$ cat config.mk
export PLATFORM = sky130hd
export DESIGN_NAME = regfile_write_arbiter_flat
export DESIGN_NICKNAME = d
export VERILOG_FILES = /design/src/rtl/regfile_write_arbiter_if.sv /design/src/rtl/regfile_write_arbiter.sv /design/src/flat_wrapper.sv
export SDC_FILE = /design/constraint.sdc
export NUM_CORES = 1
export LEC_CHECK = 0
export CORE_UTILIZATION = 35
export CTS_BUF_LIST = sky130_fd_sc_hd__clkbuf_8
export CTS_CLUSTER_DIAMETER = 200
export CTS_CLUSTER_SIZE = 40
export DETAILED_ROUTE_END_ITERATION = 6
export PLACE_DENSITY = 0.88
export SLEW_MARGIN = 10
export SYNTH_ARGS = -nofsm -noshare
export SYNTH_HDL_FRONTEND = slang
export SYNTH_SLANG_ARGS = --single-unit
$ cat constraint.sdc
create_clock -name clk -period 1.3 [get_ports clk]
set_input_delay 0.13 -clock clk [delete_from_list [all_inputs] [get_ports clk]]
set_output_delay 0.13 -clock clk [all_outputs]
set_load 0.02 [all_outputs]
$ cat src/rtl/regfile_write_arbiter_if.sv
// regfile_write_arbiter_if: requester handshakes and register-file write port bundle
interface regfile_write_arbiter_if #(
  parameter int DATA_W = 64,
  parameter int NUM_REGS = 32,
  parameter int SEL_W = 5
);
  logic ValidA;
  logic [SEL_W-1:0] RegA;
  logic [DATA_W-1:0] DataA;
  logic ReadyA;
  logic ValidB;
  logic [SEL_W-1:0] RegB;
  logic [DATA_W-1:0] DataB;
  logic ReadyB;
  logic Stall;
  logic [NUM_REGS-1:0] WriteEn;
  logic [DATA_W-1:0] WriteData;
  logic WriteValid;
  logic [SEL_W-1:0] WriteReg;
  modport master (
    output ValidA, RegA, DataA, ValidB, RegB, DataB, Stall,
    input ReadyA, ReadyB, WriteEn, WriteData, WriteValid, WriteReg
  );
  modport slave (
    input ValidA, RegA, DataA, ValidB, RegB, DataB, Stall,
    output ReadyA, ReadyB, WriteEn, WriteData, WriteValid, WriteReg
  );
endinterface

$ cat src/rtl/regfile_write_arbiter.sv
// regfile_write_arbiter: round-robin arbiter for the register-file write port (REGFILE_WRITE_ARBITER_FIXED_PRIO_EN selects fixed A-first priority)
module regfile_write_arbiter #(
  parameter int DATA_W = 64,
  parameter int NUM_REGS = 32,
  parameter int SEL_W = 5
) (
  input logic clk,
  input logic reset,
  regfile_write_arbiter_if.slave bus
);
  logic open, grant_a, grant_b, grant;
  logic [SEL_W-1:0] sel;
  assign open = !reset && !bus.Stall;
`ifdef REGFILE_WRITE_ARBITER_FIXED_PRIO_EN
  assign grant_a = open && bus.ValidA;
  assign grant_b = open && bus.ValidB && !bus.ValidA;
`else
  logic last_b;
  assign grant_a = open && bus.ValidA && (!bus.ValidB || last_b);
  assign grant_b = open && bus.ValidB && (!bus.ValidA || !last_b);
  // Remember who won last so the other side wins the next contention
  always_ff @(posedge clk)
    if (reset) last_b <= 1'b1;
    else if (grant_a || grant_b) last_b <= grant_b;
`endif
  assign grant = grant_a || grant_b;
  assign bus.ReadyA = grant_a;
  assign bus.ReadyB = grant_b;
  assign sel = grant_a ? bus.RegA : bus.RegB;
  // Output stage: one-cycle registered write; zero register gets no enable
  always_ff @(posedge clk)
    if (reset) begin
      bus.WriteValid <= 1'b0;
      bus.WriteReg <= '0;
      bus.WriteData <= '0;
      bus.WriteEn <= '0;
    end else begin
      bus.WriteValid <= grant;
      bus.WriteReg <= grant ? sel : '0;
      bus.WriteData <= grant_a ? bus.DataA : grant_b ? bus.DataB : '0;
      bus.WriteEn <= (grant && sel != SEL_W'(NUM_REGS - 1)) ? NUM_REGS'(1) << sel : '0;
    end
endmodule

$ cat src/flat_wrapper.sv
// flat-port wrapper written by rule: the top's interface ports become plain ports
module regfile_write_arbiter_flat 
#(
  parameter int DATA_W = 64,
  parameter int NUM_REGS = 32,
  parameter int SEL_W = 5
)
  (clk, reset, bus_ValidA, bus_RegA, bus_DataA, bus_ValidB, bus_RegB, bus_DataB, bus_Stall, bus_ReadyA, bus_ReadyB, bus_WriteEn, bus_WriteData, bus_WriteValid, bus_WriteReg);
  regfile_write_arbiter_if #(.DATA_W(DATA_W), .NUM_REGS(NUM_REGS), .SEL_W(SEL_W)) bus_i ();
  input logic clk;
  input logic reset;
  input wire logic [$bits(bus_i.ValidA)-1:0] bus_ValidA;
  input wire logic [$bits(bus_i.RegA)-1:0] bus_RegA;
  input wire logic [$bits(bus_i.DataA)-1:0] bus_DataA;
  input wire logic [$bits(bus_i.ValidB)-1:0] bus_ValidB;
  input wire logic [$bits(bus_i.RegB)-1:0] bus_RegB;
  input wire logic [$bits(bus_i.DataB)-1:0] bus_DataB;
  input wire logic [$bits(bus_i.Stall)-1:0] bus_Stall;
  output wire logic [$bits(bus_i.ReadyA)-1:0] bus_ReadyA;
  output wire logic [$bits(bus_i.ReadyB)-1:0] bus_ReadyB;
  output wire logic [$bits(bus_i.WriteEn)-1:0] bus_WriteEn;
  output wire logic [$bits(bus_i.WriteData)-1:0] bus_WriteData;
  output wire logic [$bits(bus_i.WriteValid)-1:0] bus_WriteValid;
  output wire logic [$bits(bus_i.WriteReg)-1:0] bus_WriteReg;
  assign bus_i.ValidA = bus_ValidA;
  assign bus_i.RegA = bus_RegA;
  assign bus_i.DataA = bus_DataA;
  assign bus_i.ValidB = bus_ValidB;
  assign bus_i.RegB = bus_RegB;
  assign bus_i.DataB = bus_DataB;
  assign bus_i.Stall = bus_Stall;
  assign bus_ReadyA = bus_i.ReadyA;
  assign bus_ReadyB = bus_i.ReadyB;
  assign bus_WriteEn = bus_i.WriteEn;
  assign bus_WriteData = bus_i.WriteData;
  assign bus_WriteValid = bus_i.WriteValid;
  assign bus_WriteReg = bus_i.WriteReg;
  regfile_write_arbiter #(.DATA_W(DATA_W), .NUM_REGS(NUM_REGS), .SEL_W(SEL_W)) u_core (.clk(clk), .reset(reset), .bus(bus_i));
endmodule
# Yosys cells after proc, flatten, opt, wreduce, memory -nomap -nowiden
# Cells that the tools add are included.
# word_totals
out_inout_bits	104
word_cells	28
register_bits	103
in_bits	143
# op_classes
n_shift	1
eq_ne	1
muxes	3
n_reduce_logical	16
n_bitwise	2
# op_table
cell	n
64-bit two-way mux	2
1-bit by 5-bit left shift with 32-bit output (first input constant)	1
1-bit logical AND	6
1-bit zero test	5
5-bit two-way mux	1
5-bit != test (second input constant)	1
2-bit OR reduction	2
1-bit logical OR	3
1-bit NOT	2

# Longest topological paths before layout
# Gate-level depths: netlist of the first run.
# depth
ltp_word	9
mapped_depth	6
depth_no_buf	5

# Worst setup path after synthesis of the first run
# No wires, ideal clock.
# synth_timing
path_kind	register to register
start	register u_core.last_b
end	register u_core.bus.WriteData[35]
slack_ns	0.093
stages_incl_launch_ff	7
setup_ns	0.117
period_less_slack_ns	1.207
n_path_buf	2
arrival_ns	1.091
required_time_ns	1.183
cell_sequence	dfxtp_1 nand2b_4 nand3_4 inv_2 buf_4 buf_4 a22o_1
# synth_between
elab_chain_cells	5
word_cells_on_any_way	7
classes_between	mux: 2; reduce/logical: 5
# synth_lines
element	line	text
from (decl)	regfile_write_arbiter.sv:18	logic last_b;
from (signal assigned)	regfile_write_arbiter.sv:24	else if (grant_a || grant_b) last_b <= grant_b;
1-bit zero test	regfile_write_arbiter.sv:20	assign grant_b = open && bus.ValidB && (!bus.ValidA || !last_b);
1-bit logical OR	regfile_write_arbiter.sv:20	
1-bit logical AND	regfile_write_arbiter.sv:20	
64-bit two-way mux	regfile_write_arbiter.sv:40	bus.WriteData <= grant_a ? bus.DataA : grant_b ? bus.DataB : '0;
64-bit two-way mux (*)	regfile_write_arbiter.sv:40	
to (signal assigned)	regfile_write_arbiter.sv:40	
to (decl)	regfile_write_arbiter_if.sv:26	output ReadyA, ReadyB, WriteEn, WriteData, WriteValid, WriteReg
# Every way passes the cells marked *; elsewhere a longest branch is shown, timed or not.
# A chain may end at the register's enable or synchronous reset.

# Final worst setup path of the first run
# layout_timing
start	register u_core.last_b
end	register u_core.bus.WriteEn[30]
# layout_between
elab_chain_cells	7
word_cells_on_any_way	12
classes_between	eq/ne: 1; shift: 1; mux: 1; bitwise: 1; reduce/logical: 8
# layout_lines
element	line	text
1-bit logical OR or 1-bit zero test (tied branches)	regfile_write_arbiter.sv:19, regfile_write_arbiter.sv:20	
1-bit logical AND or 1-bit logical OR (tied branches)	regfile_write_arbiter.sv:19, regfile_write_arbiter.sv:20	
5-bit two-way mux or 1-bit logical AND (tied branches)	regfile_write_arbiter.sv:29, regfile_write_arbiter.sv:20	
5-bit != test or 1-bit logical OR (tied branches)	regfile_write_arbiter.sv:41, regfile_write_arbiter.sv:26	
1-bit logical AND	regfile_write_arbiter.sv:41	bus.WriteEn <= (grant && sel != SEL_W'(NUM_REGS - 1)) ? NUM_REGS'(1) << sel : '0;
1-bit NOT (no source line)	n/a	
2-bit OR reduction (no source line)	n/a	
to (signal assigned)	regfile_write_arbiter.sv:41	
to (decl)	regfile_write_arbiter_if.sv:26	
# Several ways; a longest one is shown, not always the timed one.

==> results of run 1 <==
-- routing by layer --
| layer | share of wire | wire [µm] | GRT usage |
|---|---|---|---|
| met1 | 0.36 | 4680 | 0.2621 |
| met2 | 0.54 | 6901 | 0.4700 |
| met5 | 0 | 0 | 0 |
| met3 | 0.078 | 1009 | 0.06657 |
| met4 | 0.023 | 299 | 0.08473 |
-- cell type report --
type	instances	area, µm²	area share
Timing Repair Buffer	285	2773	0.4257
Sequential cell	103	2063	0.3167
Multi-Input combinational cell	173	1309	0.2009
Tap cell	129	161.4	0.02478
Clock buffer	10	137.6	0.02113
Clock inverter	6	60.06	0.009220
Inverter	2	10.01	0.001537
-- power breakdown --
| group | total (mW) | internal, mW | switching [mW] | leakage (nW) |
|---|---|---|---|---|
| sequential | 3.29 | 3.26 | 0.0255 | 0.839 |
| clock | 1.99 | 0.805 | 1.19 | 0.103 |
| combinational | 1.18 | 0.684 | 0.498 | 2.06 |
-- timing repair --
item / 4_1_cts / 5_1_grt
resized for setup: 132 / 26
setup buffers: 5 / 2
endpoints found under the setup margin: 189 / 100
pin swaps: 6 / 9
cloned: 3 / 0
endpoints found under the hold margin: 0 / 0
-- cells in the final DEF (no fill, tap or decap), types with 3 or more instances in the layout --
master / count
a22o_1: 64
nand2_1: 14
o21ai_2: 4
inv_8: 3
buf_12: 3
dlygate4sd2_1: 105
nand2b_1: 4
buf_6: 9
nor2_1: 32
mux2i_4: 4
buf_4: 23
buf_16: 3
clkbuf_8: 10
dfxtp_1: 102
clkdlybuf4s50_1: 139
nand3_1: 3
a21oi_2: 4
nor2b_1: 4
a21oi_1: 7
buf_8: 3
-- per-stage QoR --
step           power [mW]  area [µm²]  TNS [ns]
6_report            6.459        6514  -0.02249
5_1_grt             6.698        6514    -2.012
4_1_cts             6.470        6417   -0.4489
3_5_place_dp        4.532        6160    -38.09
3_3_place_gp        4.501        6160    -32.82
2_1_floorplan       3.752        3422         0
-- cells by family after synthesis --
group,count (synthesis)
flip-flops,103
AO/OA/AOI/OAI,89
AND/OR/NAND/NOR,78
buffers and inverters,24
multiplexers,5
other,1
-- worst max path at each step --
stage,startpoint,end,slack (ns),cells after the start
2_1_floorplan,u_core.last_b$_SDFFE_PP1N_,u_core.bus.WriteData[35]$_SDFF_PP0_,0.09,6
3_3_place_gp,reset,bus_ReadyB,-0.43,5
3_5_place_dp,reset,bus_ReadyB,-0.45,5
4_1_cts,u_core.last_b$_SDFFE_PP1N_,u_core.bus.WriteEn[30]$_SDFF_PP0_,-0.06,6
5_1_grt,u_core.last_b$_SDFFE_PP1N_,u_core.bus.WriteEn[18]$_SDFF_PP0_,-0.08,6
6_report,u_core.last_b$_SDFFE_PP1N_,u_core.bus.WriteEn[30]$_SDFF_PP0_,-0.02,6
-- worst max-delay path, delay by kind of cell, from the launching register on --
family	cells	cell delay, ns
DFF	1	0.33
and+or+nand+nor	3	0.61
AOI/OAI and AO/OA	1	0.13
buffers and inverters	2	0.19
-- registers in the layout (all words and copies together), names as in the netlist --
| name | count |
|---|---|
| u_core.bus.WriteEn | 32 |
| u_core.last_b | 1 |
| u_core.bus.WriteReg | 5 |
| u_core.bus.WriteValid | 1 |
| u_core.bus.WriteData | 64 |
==> run_results.csv, run 1 <==
group,metric,value,unit
outcome,status,"finished, violations left",
outcome,violations,"setup timing",
finish,final_cells,708,
cts,clkLatencyLatePin,0.36,ns
floorplanning,die_w,100.9,µm
yosys,synth_top_area_frac,0.6026,
worst_setup_path,end_kind,"flop",
finish,fill_cells,737,
yosys,ys_ff_latch,103,
sta,timing.hold.ws,0.2084,ns
grt,grt_max_degree,42,
placed_design,portBuffers,246,
sta,post-route-period-util,1.012,
worst_hold_path,hp-class,"input port to flop",
routing,vias,3424,
yosys,yosysMostFrequentCell,"dfxtp_1",
routing,drc_errors,0,
sta,rsz0062_at_grt,"true",
grt,overflow,0,
yosys,ys.warnings.count,0,
grt,grt_pass1_vias,3473,
yosys,synth_edf_count,0,
worst_hold_path,hp-start,"reset",
pwr,total_leakage_power,3.002,nW
sta,hold_viol_final,0,
yosys,syn-num-nets,443,
yosys,synth_top_family_by_area,"compound AO/OA/AOI/OAI gates",
routing,first_iter_violations,87,
worst_setup_path,path_cells,"nand2b_4 > nand3_4 > inv_4 > buf_8 > or3_4 > a21oi_2",
worst_setup_path,worstRegToRegCells,6,
yosys,synth_compound_area_frac,0.2135,
yosys,yosysTopAreaCell,"dfxtp_1",
cts,h-tree-depth,3,
cts,clkSlewWorstSetupHoldPaths,0.10,ns
floorplanning,rows,35,
yosys,synth.top_cells.by_count,"103 x dfxtp_1, 64 x a22o_1, 34 x nor2_1",
worst_hold_path,whs_path_depth,2,
yosys,seq_area_frac_synth,0.6026,
worst_setup_path,crit_arrival,1.61,ns
pwr,powerDensity,991.5,nW/µm²
cts,cts_buffers,9,
job,drv_cap,0,
yosys,synthMuxAreaShare,0.01682,
yosys,synth_cell_type_count,38,
finish,layout-drive-gt1-share,0.1451,
yosys,synth_cells,300,
routing,firstDrtPassIters,5,
routing,wl_per_cell,18.21,µm
placed_design,place.gp.congestion,0.9296,
worst_setup_path,crit_fanout,7,
floorplanning,io_pins,247,
finish,final_util,0.6951,
placed_design,pre_cts_ws,-0.4479,ns
finish,final_nets,717,
floorplanning,initial_core_util,0.3652,
cts,cts_tree,"yes",
routing,antenna_left,0,
worst_hold_path,min_to,"u_core.last_b$_SDFFE_PP1N_",
worst_setup_path,rrSetupSlack,-0.02,ns
floorplanning,die_area,10180,µm²
yosys,yosys_most_used_dff,"dfxtp_1",
sta,clock_skew,0.01056,ns
grt,grt.total_usage,0.2476,
cts,cts_root_buffer,"clkbuf_8",
yosys,syn_avg_cell_area,11.41,µm²
placed_design,hpwl,9268,µm
worst_setup_path,worstSetupPathType,"flop to flop",
sta,setup_viol_count_final,4,
floorplanning,die_height,100.9,µm
routing,wirelength,12890,µm
cts,clock_path_buffers,2,
yosys,yosys.area_share.xor_xnor,0,
yosys,synth-adder-area-share,0,
worst_setup_path,worstPathRequired,1.59,ns
worst_setup_path,start_kind,"flop",
floorplanning,core_area,9371,µm²
sta,drv_slew,0,
finish,antenna_cells,0,
routing,viasPerCell,4.836,
finish,area_growth,90.35,%
pwr,vdd_drop_max,622.9,µV
cts,cts.sinks,103,
worst_setup_path,rr_endpoint,"u_core.bus.WriteEn[30]$_SDFF_PP0_",
sta,max_freq,760.4,MHz
grt,grt_pass1_wl,18690,µm
cts,cts_hold_buffers,0,
sta,fin_crit,1.315,ns
worst_setup_path,crit_slowest_cell,"or3_4",
sta,setup_slack,-0.01513,ns
worst_setup_path,r2r_start,"u_core.last_b$_SDFFE_PP1N_",
yosys,syn_area,3422,µm²
yosys,async_flop_share,0,
yosys,synth.area.top_cells,"dfxtp_1 60%, a22o_1 16%, nor2_1 3.7%",
placed_design,post-place-cells,685,
yosys,synth_simple_gate_area_share,0.1174,
worst_setup_path,cpPeakStageDelay,0.34,ns
grt,antenna_found_initial,0,
No activity file was read; power rests on OpenSTA's default activity.
==> inputs of run 2 (changes only) <==
ABC_AREA = 0   (was default)
==> results of run 2 <==
Final layout, timing and power as in run 1 (identical DEF).
